--- config.mk ---
export PLATFORM = sky130hd
export DESIGN_NAME = fret_link_tx
export DESIGN_NICKNAME = d
export VERILOG_FILES = /design/src/rtl/fret_link_tx.sv
export SDC_FILE = /design/constraint.sdc
export NUM_CORES = 1
export LEC_CHECK = 0
export ABC_AREA = 1
export CORE_MARGIN = 4
export CORE_UTILIZATION = 50
export CTS_CLUSTER_DIAMETER = 100
export DETAILED_ROUTE_END_ITERATION = 8
export PLACE_DENSITY = 0.66
export SLEW_MARGIN = 0
export SYNTH_ARGS = -nofsm -noshare
export SYNTH_HDL_FRONTEND = slang
export SYNTH_SLANG_ARGS = --single-unit
--- constraint.sdc ---
create_clock -name clk -period 3 [get_ports clk]
set_input_delay 0.6 -clock clk [delete_from_list [all_inputs] [get_ports clk]]
set_output_delay 0.6 -clock clk [all_outputs]
set_load 0.01 [all_outputs]
--- src/rtl/fret_link_tx.sv ---
// Pmod fret link transmitter: serializes {seq, fret, strum, parity} words on clock/data/frame
// and resends the last word as a keep-alive after a configurable idle time.
module fret_link_tx #(
  parameter int unsigned CLK_DIV   = 50,
  parameter int unsigned GAP_BITS  = 2,
  parameter int unsigned KEEPALIVE = 1000
) (
  input  logic       clk,
  input  logic       reset_n,
  input  logic       fret_valid,
  input  logic [4:0] fret,
  input  logic       strum,
  output logic       fret_ready,
  output logic       link_clk,
  output logic       link_data,
  output logic       link_frame,
  output logic       busy
);

  localparam int unsigned DIV_W = (CLK_DIV > 1) ? $clog2(CLK_DIV) : 1;
  localparam int unsigned KA_W  = $clog2(KEEPALIVE + 1);
  localparam int unsigned GAP_W = $clog2(GAP_BITS + 2);

  localparam logic [DIV_W-1:0] DIV_LAST = DIV_W'(CLK_DIV - 1);
  localparam logic [KA_W-1:0]  KA_LIMIT = KA_W'(KEEPALIVE);
  localparam logic [GAP_W-1:0] GAP_LAST = GAP_W'((GAP_BITS > 0) ? GAP_BITS - 1 : 0);

  localparam logic [1:0] IDLE  = 2'd0;
  localparam logic [1:0] SHIFT = 2'd1;
  localparam logic [1:0] GAP   = 2'd2;

  logic [1:0]       state, state_nxt;
  logic [DIV_W-1:0] div_cnt, div_nxt;
  logic             phase, phase_nxt;
  logic [3:0]       bit_idx, bit_nxt;
  logic [GAP_W-1:0] gap_cnt, gap_nxt;
  logic [KA_W-1:0]  ka_cnt, ka_nxt;
  logic [3:0]       seq, seq_nxt;
  logic             sent_any, sent_nxt;
  logic [15:0]      shreg, shreg_nxt;
  logic             link_clk_nxt, link_data_nxt, link_frame_nxt, busy_nxt;

  logic        half_end, bit_end, accept, ka_due;
  logic [15:0] word_new;

  assign fret_ready = (state == IDLE);
  assign half_end   = (div_cnt == DIV_LAST);
  assign bit_end    = half_end && phase;
  assign accept     = fret_valid && (state == IDLE);
  assign ka_due     = bit_end && sent_any && ((ka_cnt + KA_W'(1)) == KA_LIMIT);
  assign word_new   = {seq, fret, strum, 5'b0_0000, ^{seq, fret, strum}};

  // Next-state and next-output logic
  always_comb begin
    state_nxt      = state;
    div_nxt        = half_end ? '0 : div_cnt + DIV_W'(1);
    phase_nxt      = half_end ? ~phase : phase;
    bit_nxt        = bit_idx;
    gap_nxt        = gap_cnt;
    ka_nxt         = ka_cnt;
    seq_nxt        = seq;
    sent_nxt       = sent_any;
    shreg_nxt      = shreg;
    link_clk_nxt   = 1'b0;
    link_data_nxt  = 1'b0;
    link_frame_nxt = 1'b0;

    case (state)
      IDLE: begin
        if (bit_end && (ka_cnt != KA_LIMIT)) ka_nxt = ka_cnt + KA_W'(1);
        // A fresh sample takes priority over a keep-alive due on the same edge
        if (accept || ka_due) begin
          state_nxt      = SHIFT;
          div_nxt        = '0;
          phase_nxt      = 1'b0;
          bit_nxt        = 4'd15;
          ka_nxt         = '0;
          link_frame_nxt = 1'b1;
          link_data_nxt  = accept ? word_new[15] : shreg[15];
          if (accept) begin
            shreg_nxt = word_new;
            seq_nxt   = seq + 4'd1;
            sent_nxt  = 1'b1;
          end
        end
      end
      SHIFT: begin
        link_frame_nxt = 1'b1;
        link_clk_nxt   = link_clk;
        link_data_nxt  = link_data;
        if (half_end) begin
          if (!phase) begin
            link_clk_nxt = 1'b1;
          end else begin
            // Rotate so the word is intact again after 16 bits, ready for a keep-alive
            link_clk_nxt = 1'b0;
            shreg_nxt    = {shreg[14:0], shreg[15]};
            if (bit_idx == 4'd0) begin
              link_frame_nxt = 1'b0;
              link_data_nxt  = 1'b0;
              gap_nxt        = '0;
              state_nxt      = (GAP_BITS == 0) ? IDLE : GAP;
            end else begin
              bit_nxt       = bit_idx - 4'd1;
              link_data_nxt = shreg[14];
            end
          end
        end
      end
      GAP: begin
        if (bit_end) begin
          if (gap_cnt == GAP_LAST) state_nxt = IDLE;
          else                     gap_nxt   = gap_cnt + GAP_W'(1);
        end
      end
      default: state_nxt = IDLE;
    endcase

    busy_nxt = (state_nxt != IDLE);
  end

  // State and output registers
  always_ff @(posedge clk or negedge reset_n) begin
    if (!reset_n) begin
      state      <= IDLE;
      div_cnt    <= '0;
      phase      <= 1'b0;
      bit_idx    <= 4'd0;
      gap_cnt    <= '0;
      ka_cnt     <= '0;
      seq        <= 4'd0;
      sent_any   <= 1'b0;
      shreg      <= 16'd0;
      link_clk   <= 1'b0;
      link_data  <= 1'b0;
      link_frame <= 1'b0;
      busy       <= 1'b0;
    end else begin
      state      <= state_nxt;
      div_cnt    <= div_nxt;
      phase      <= phase_nxt;
      bit_idx    <= bit_nxt;
      gap_cnt    <= gap_nxt;
      ka_cnt     <= ka_nxt;
      seq        <= seq_nxt;
      sent_any   <= sent_nxt;
      shreg      <= shreg_nxt;
      link_clk   <= link_clk_nxt;
      link_data  <= link_data_nxt;
      link_frame <= link_frame_nxt;
      busy       <= busy_nxt;
    end
  end

endmodule
==> results of run 1 <==
power groups by stage:
stage	logic [W]	clock network (W)	registers, W
CTS	0.0000639	0.000484	0.000693
global route	0.0000725	0.000514	0.000695
floorplan	0.0000331	0	0.000704
detailed placement	0.0000637	0	0.000706
global placement	0.0000625	0	0.000706
finish	0.0000620	0.000468	0.000693
cell type report:
class | instances | area (sq um)
clock buffer | 6 | 72.6
clock inverter | 2 | 37.5
fill | 485 | 2160
inverter | 39 | 146
multi-input combinational | 246 | 1300
sequential | 50 | 1250
tap | 70 | 87.6
timing repair buffer | 16 | 148
worst max-delay path, cell delays in order (launching register included):
cell and delay (ns):
dfrtp_1 0.40, inv_1 0.06, ha_1 0.13, nand4_1 0.19
inv_1 0.20, ha_1 0.23, nand2_1 0.07, nor2_1 0.08
nand3_1 0.09, nor2_1 0.09, nand2_1 0.05, nor2_1 0.11
nand2_2 0.18, nand2_4 0.13, nand2_1 0.11, inv_2 0.15
nor3_1 0.06
kinds of logic after synthesis:
kind of cell | share of synthesized area [%]
compound gates | 10.0
xor+xnor | 3.82
fa+ha+maj | 3.64
buf+inv | 7.41
flops | 45.5
mux | 0.364
simple gates | 29.3
cells in the mapped netlist (all sizes together) (6+ instances only):
cell,number,area share [%]
o2111ai,10,3.2
nor2,42,6.5
dfrtp,50,45
nand4,12,2.7
nand2,107,15
a21oi,6,1.9
inv,39,5.3
ha,8,3.6
nor3,6,1.3
a31oi,10,2.3
xnor2,7,2.2
nand3,16,3.1
o21ai,9,1.6
buf,7,1.5
flip-flops by register name, indices dropped and copies added, names as in the netlist, 2 cells and up:
| name | cells |
|---|---|
| shreg | 16 |
| ka_cnt | 10 |
| seq | 4 |
| gap_cnt | 2 |
| state | 2 |
| div_cnt | 6 |
| bit_idx | 4 |
metrics by stage:
| stage | utilization [%] | cells | total power, W | hold WS [ns] | area (sq um) |
|---|---|---|---|---|---|
| after floorplan | - | 346 | 0.000737 | 0.304 | 2750 |
| after global placement | 56.3 | 421 | 0.000769 | 0.463 | 2930 |
| after detailed placement | 56.3 | 421 | 0.000770 | 0.466 | 2930 |
| after CTS | 58.4 | 429 | 0.00124 | 0.415 | 3040 |
| after global routing | 58.4 | 429 | 0.00128 | 0.445 | 3040 |
| final | 58.4 | 429 | 0.00122 | 0.396 | 3040 |
final timing paths:
| kind | start | to | slack [ns] | cells past startpoint |
|---|---|---|---|---|
| min reg2reg | gap_cnt[0] | gap_cnt[0] | 0.49 | 1 |
| max | div_cnt[1] | div_cnt[1] | 0.57 | 16 |
| max reg2reg | div_cnt[1] | div_cnt[1] | 0.57 | 16 |
| min | reset_n | ka_cnt[3] | 0.40 | 2 |
| max in group asynchronous | reset_n | bit_idx[0] | 2.19 | 2 |
| min in group clk | gap_cnt[0] | gap_cnt[0] | 0.49 | 1 |
per-layer routing:
layer | GRT usage (%) | wire length, um | part of all wire (%) | vias to the layer above
met5 | 0 | 0 | 0 | -
met4 | 6.81 | 57 | 1.1 | 0
met3 | 4.01 | 143 | 2.7 | 4
met2 | 27.6 | 2430 | 45 | 27
met1 | 25.9 | 2720 | 51 | 1030
li1 | - | - | - | 1158
==> run metrics, run 1 <==
vias after detailed routing 2219; Top Ports 14; Rel. slew slack 58.7%; initial antenna violation count 0; GRT overflow 0; Avg Cell Area, Syn just under 8 sq um; port bufs 13; root buf cell clkbuf_8; overall routing resource usage approximately 18%; final setup violation count 0; outcome finished, final reports clean; worst hold path type input port to asynchronous set/reset pin; Initial Util between 50% and 60%; Clock Latency Late Sink ~0.30 ns; Worst-Margin Slew 0.620 ns; Seq/Total Area, Yosys 45.5%; Resized cells post-CTS 0; leading cell type in the layout, fill and taps excluded nand2_1; Place WS 0.581 ns; switching share of power 21.3%; VDD IR-drop max ~0.24 mV; Ys Warns 0; DRC Markers 0; Synth-to-Final Area Change 10.5%; Clock transition at path regs approximately 0.090 ns; max-cap viol count 0; fin crit share 80.9%; initial DRC count about 150; die width 82.2 um; CTS Buf Count 5; Combinational Power Share 5.1%; site row count 26; pwr dens roughly 400 nW/um^2; WL/cell between 10 and 15 um; CP Class flip-flop to flip-flop; Int Pwr roughly 0.00096 W; Critical Path Sink Type flip-flop; global-route wire length before repair between 9000 and 10000 um; worst endpoint required time around 3.2 ns; hold buffers post-CTS 0; Clock Skew about 0.008 ns; clock sinks 50; Longest Clk Path Bufs 2; vias per std cell between 5 and 6; layout cells sized above 1 between 6 and 7%; Synth async-reset ratio 100%; Die Ht between 80 and 90 um; max-slew violations 0; Yosys reg bits 50; Worst Path Max Fanout 12; final wirelength between 5000 and 6000 um; Leakage about 1.5 nW; Clock Power Share roughly two fifths; ant diodes 0; core region area 5200 sq um; DP HPWL between 3000 and 4000 um; f_max slightly above 0.4 GHz; CTS tree yes; Final ANT Viol Nets 0; Psw 0.000261 W; DIE AREA roughly 6800 sq um; vias in the first global route between 2000 and 2500; most frequent cells in the layout nand2_1 (105), dfrtp_1 (50), nor2_1 (38); First-pass DRT Iterations 4; Final min period roughly 2.4 ns; Post-Syn Nets 363; RD Place Congestion between 0.8 and 0.9; final setup margin between 0.5 and 0.6 ns; synthesized netlist cell count about 350; RSZ-0062 raised after global routing no; largest net degree at the start of global routing between 50 and 60; Max H-tree Level 2; post-CTS setup buffers 0; final hold violations 0; Main synth FF type dfrtp_1; Netlist cell types 32; Worst EP arrival between 2 and 3 ns; Syn Std Cell Area between 2000 and 3000 sq um; Startpoint Class flip-flop; sequential share of power 56.7%; Nets approximately 380; EDFF count, synth 0; Sum Neg Setup Slack 0 ns
Note: power is estimated with default switching activity, not from simulation.
==> inputs of run 2 (changes only) <==
clock period = 2.5 ns   (was 3 ns; I/O delays follow)
==> run 2 against run 1 <==
Compared with the run above: fmax grew 10%; flip-flop and latch count is the same; utilization grew 0.50 points; via count shrank 0.72%; power grew 14%; hold slack lost 0.20 ns; critical endpoint is now div_cnt[0]; combinational power grew 24%.
==> run metrics, run 2 (same netlist as run 1, synthesis figures left out) <==
worst endpoint required time around 2.7 ns; top sig layer met4; final wirelength 5370 um; Critical Path Sink Type flip-flop; Synth-to-Final Area Change 11.4%; worst hold path type input port to asynchronous set/reset pin; CTS tree yes; WL/cell 12.4 um; max-slew violations 0; DP HPWL between 3000 and 4000 um; final setup violation count 0; Worst EP arrival approximately 2.4 ns; Final Power roughly 0.0014 W; clock sinks 50; Top Ports 14; Place WS between 0.15 and 0.2 ns; Final ANT Viol Nets 0; fin crit share between 80% and 90%; CTS Buf Count 5; max FFs per register 16; Max H-tree Level 2; Initial Util a little over half; ant diodes 0; slowest cell delay on critical path roughly 0.4 ns; Top reg by flops shreg; Die Ht 82.2 um; vias after detailed routing 2203; DIE AREA about 6800 sq um; vias in the first global route a little over 2000; CP most frequent cell nand2_1; post-CTS setup buffers 0; critical-path cell list inv_1 > ha_1 > nand4_1 > inv_2 > ha_1 > nand2_1 > nor2_1 > nand3_1 > nor2_1 > nand2_1 > nor2_2 > nand2_4 > nand2_4 > nand2_1 > inv_2 > nor3_1; crit-path leading delay family simple AND/OR/NAND/NOR gates; most frequent cells in the layout nand2_1 (105), dfrtp_1 (50), nor2_1 (37); die width between 80 and 90 um; top flop regs shreg (16), ka_cnt (10), div_cnt (6); CP Class flip-flop to flip-flop; final setup margin roughly 0.30 ns; Nets 380; Worst Path Max Fanout 12; Buf+Inv Stages, Crit Path 3; Startpoint Class flip-flop; vias per std cell between 5 and 6; final hold violations 0; leading cell type in the layout, fill and taps excluded nand2_1; site row count 26; initial DRC count roughly 150; CP max-delay cell dfrtp_1; VDD IR-drop max about 0.41 mV; Final min period approximately 2.2 ns; initial antenna violation count 0; root buf cell clkbuf_8; Clock transition at path regs 0.09 ns; layout cells sized above 1 between 8 and 9%; RD Place Congestion 0.838; port bufs 13; hold slack ~0.20 ns; outcome finished, final reports clean; DRC Markers 0; WL met3 between 150 and 200 um; Metal-1 WL 2830 um; routed wl met2 between 2000 and 2500 um; GRT overflow 0; Worst-Margin Slew roughly 0.61 ns; f_max 0.454 GHz; largest net degree at the start of global routing 28; Rel. slew slack about three fifths; max-cap viol count 0; pwr dens ~450 nW/um^2; Leakage roughly 1.5 nW; RSZ-0062 raised after global routing no; First-pass DRT Iterations 4; Clock Skew ~0.0077 ns; Clock Latency Late Sink ~0.30 ns; overall routing resource usage 18.4%; Sum Neg Setup Slack 0 ns; core region area around 5200 sq um; Longest Clk Path Bufs 2; global-route wire length before repair around 9600 um
run 2: cell types whose count changed in the layout (fill, tap and decap cells not counted), sizes merged:
cell      previous run  this run
buf                  4         9
bufinv               1         0
clkbuf               6         7
clkinv               0         1
clkinvlp             1         0
run 2: metal layers:
metal | GRT usage, % | vias up
met4 | 4.98 | 0
met2 | 26.8 | 30
li1 | - | 1161
met1 | 27.5 | 1004
met3 | 4.01 | 8
met5 | 0 | -
run 2: timing repair:
item                       4_1_cts  5_1_grt
resized for setup                0        3
hold buffers                     0        0
setup endpoints to repair        0       11
run 2: worst register-to-register path: cells and delay by family (launching register included):
family | cells | cell delay, ns
adder cells (fa/ha/maj) | 2 | 0.32
buffers and inverters | 3 | 0.33
flip-flops | 1 | 0.40
AND/OR/NAND/NOR | 11 | 1.05
run 2: metrics by stage:
stage                     cell area [sq um]  std cells  util (%)
after floorplan                        2750        346         -
after global placement                 2970        426      57.0
after detailed placement               2970        426      57.0
after CTS                              3060        434      58.8
after global routing                   3070        434      58.9
final                                  3070        434      58.9
run 2: area by class of cell:
class	count	area, sq um
clock inverter	1	5.00
inverter	39	146
timing repair buffer	21	185
fill	482	2140
multi-input combinational	246	1310
sequential	50	1250
tap	70	87.6
clock buffer	7	86.3
run 2: worst paths after layout:
| kind | to | slack, ns | cells after the start | start |
|---|---|---|---|---|
| hold / removal | div_cnt[4] | 0.20 | 1 | reset_n |
| hold reg to reg | link_data | 0.49 | 2 | link_data |
| setup / recovery | div_cnt[0] | 0.30 | 16 | div_cnt[1] |
| max in group asynchronous | state[0] | 1.69 | 2 | reset_n |
| min in group clk | link_data | 0.49 | 2 | link_data |
| setup reg to reg | div_cnt[0] | 0.30 | 16 | div_cnt[1] |
run 2: report_power, final:
group          internal, W  switching, W
Combinational    0.0000350     0.0000420
Clock             0.000224      0.000263
Sequential        0.000823    0.00000883
Total              0.00108      0.000313
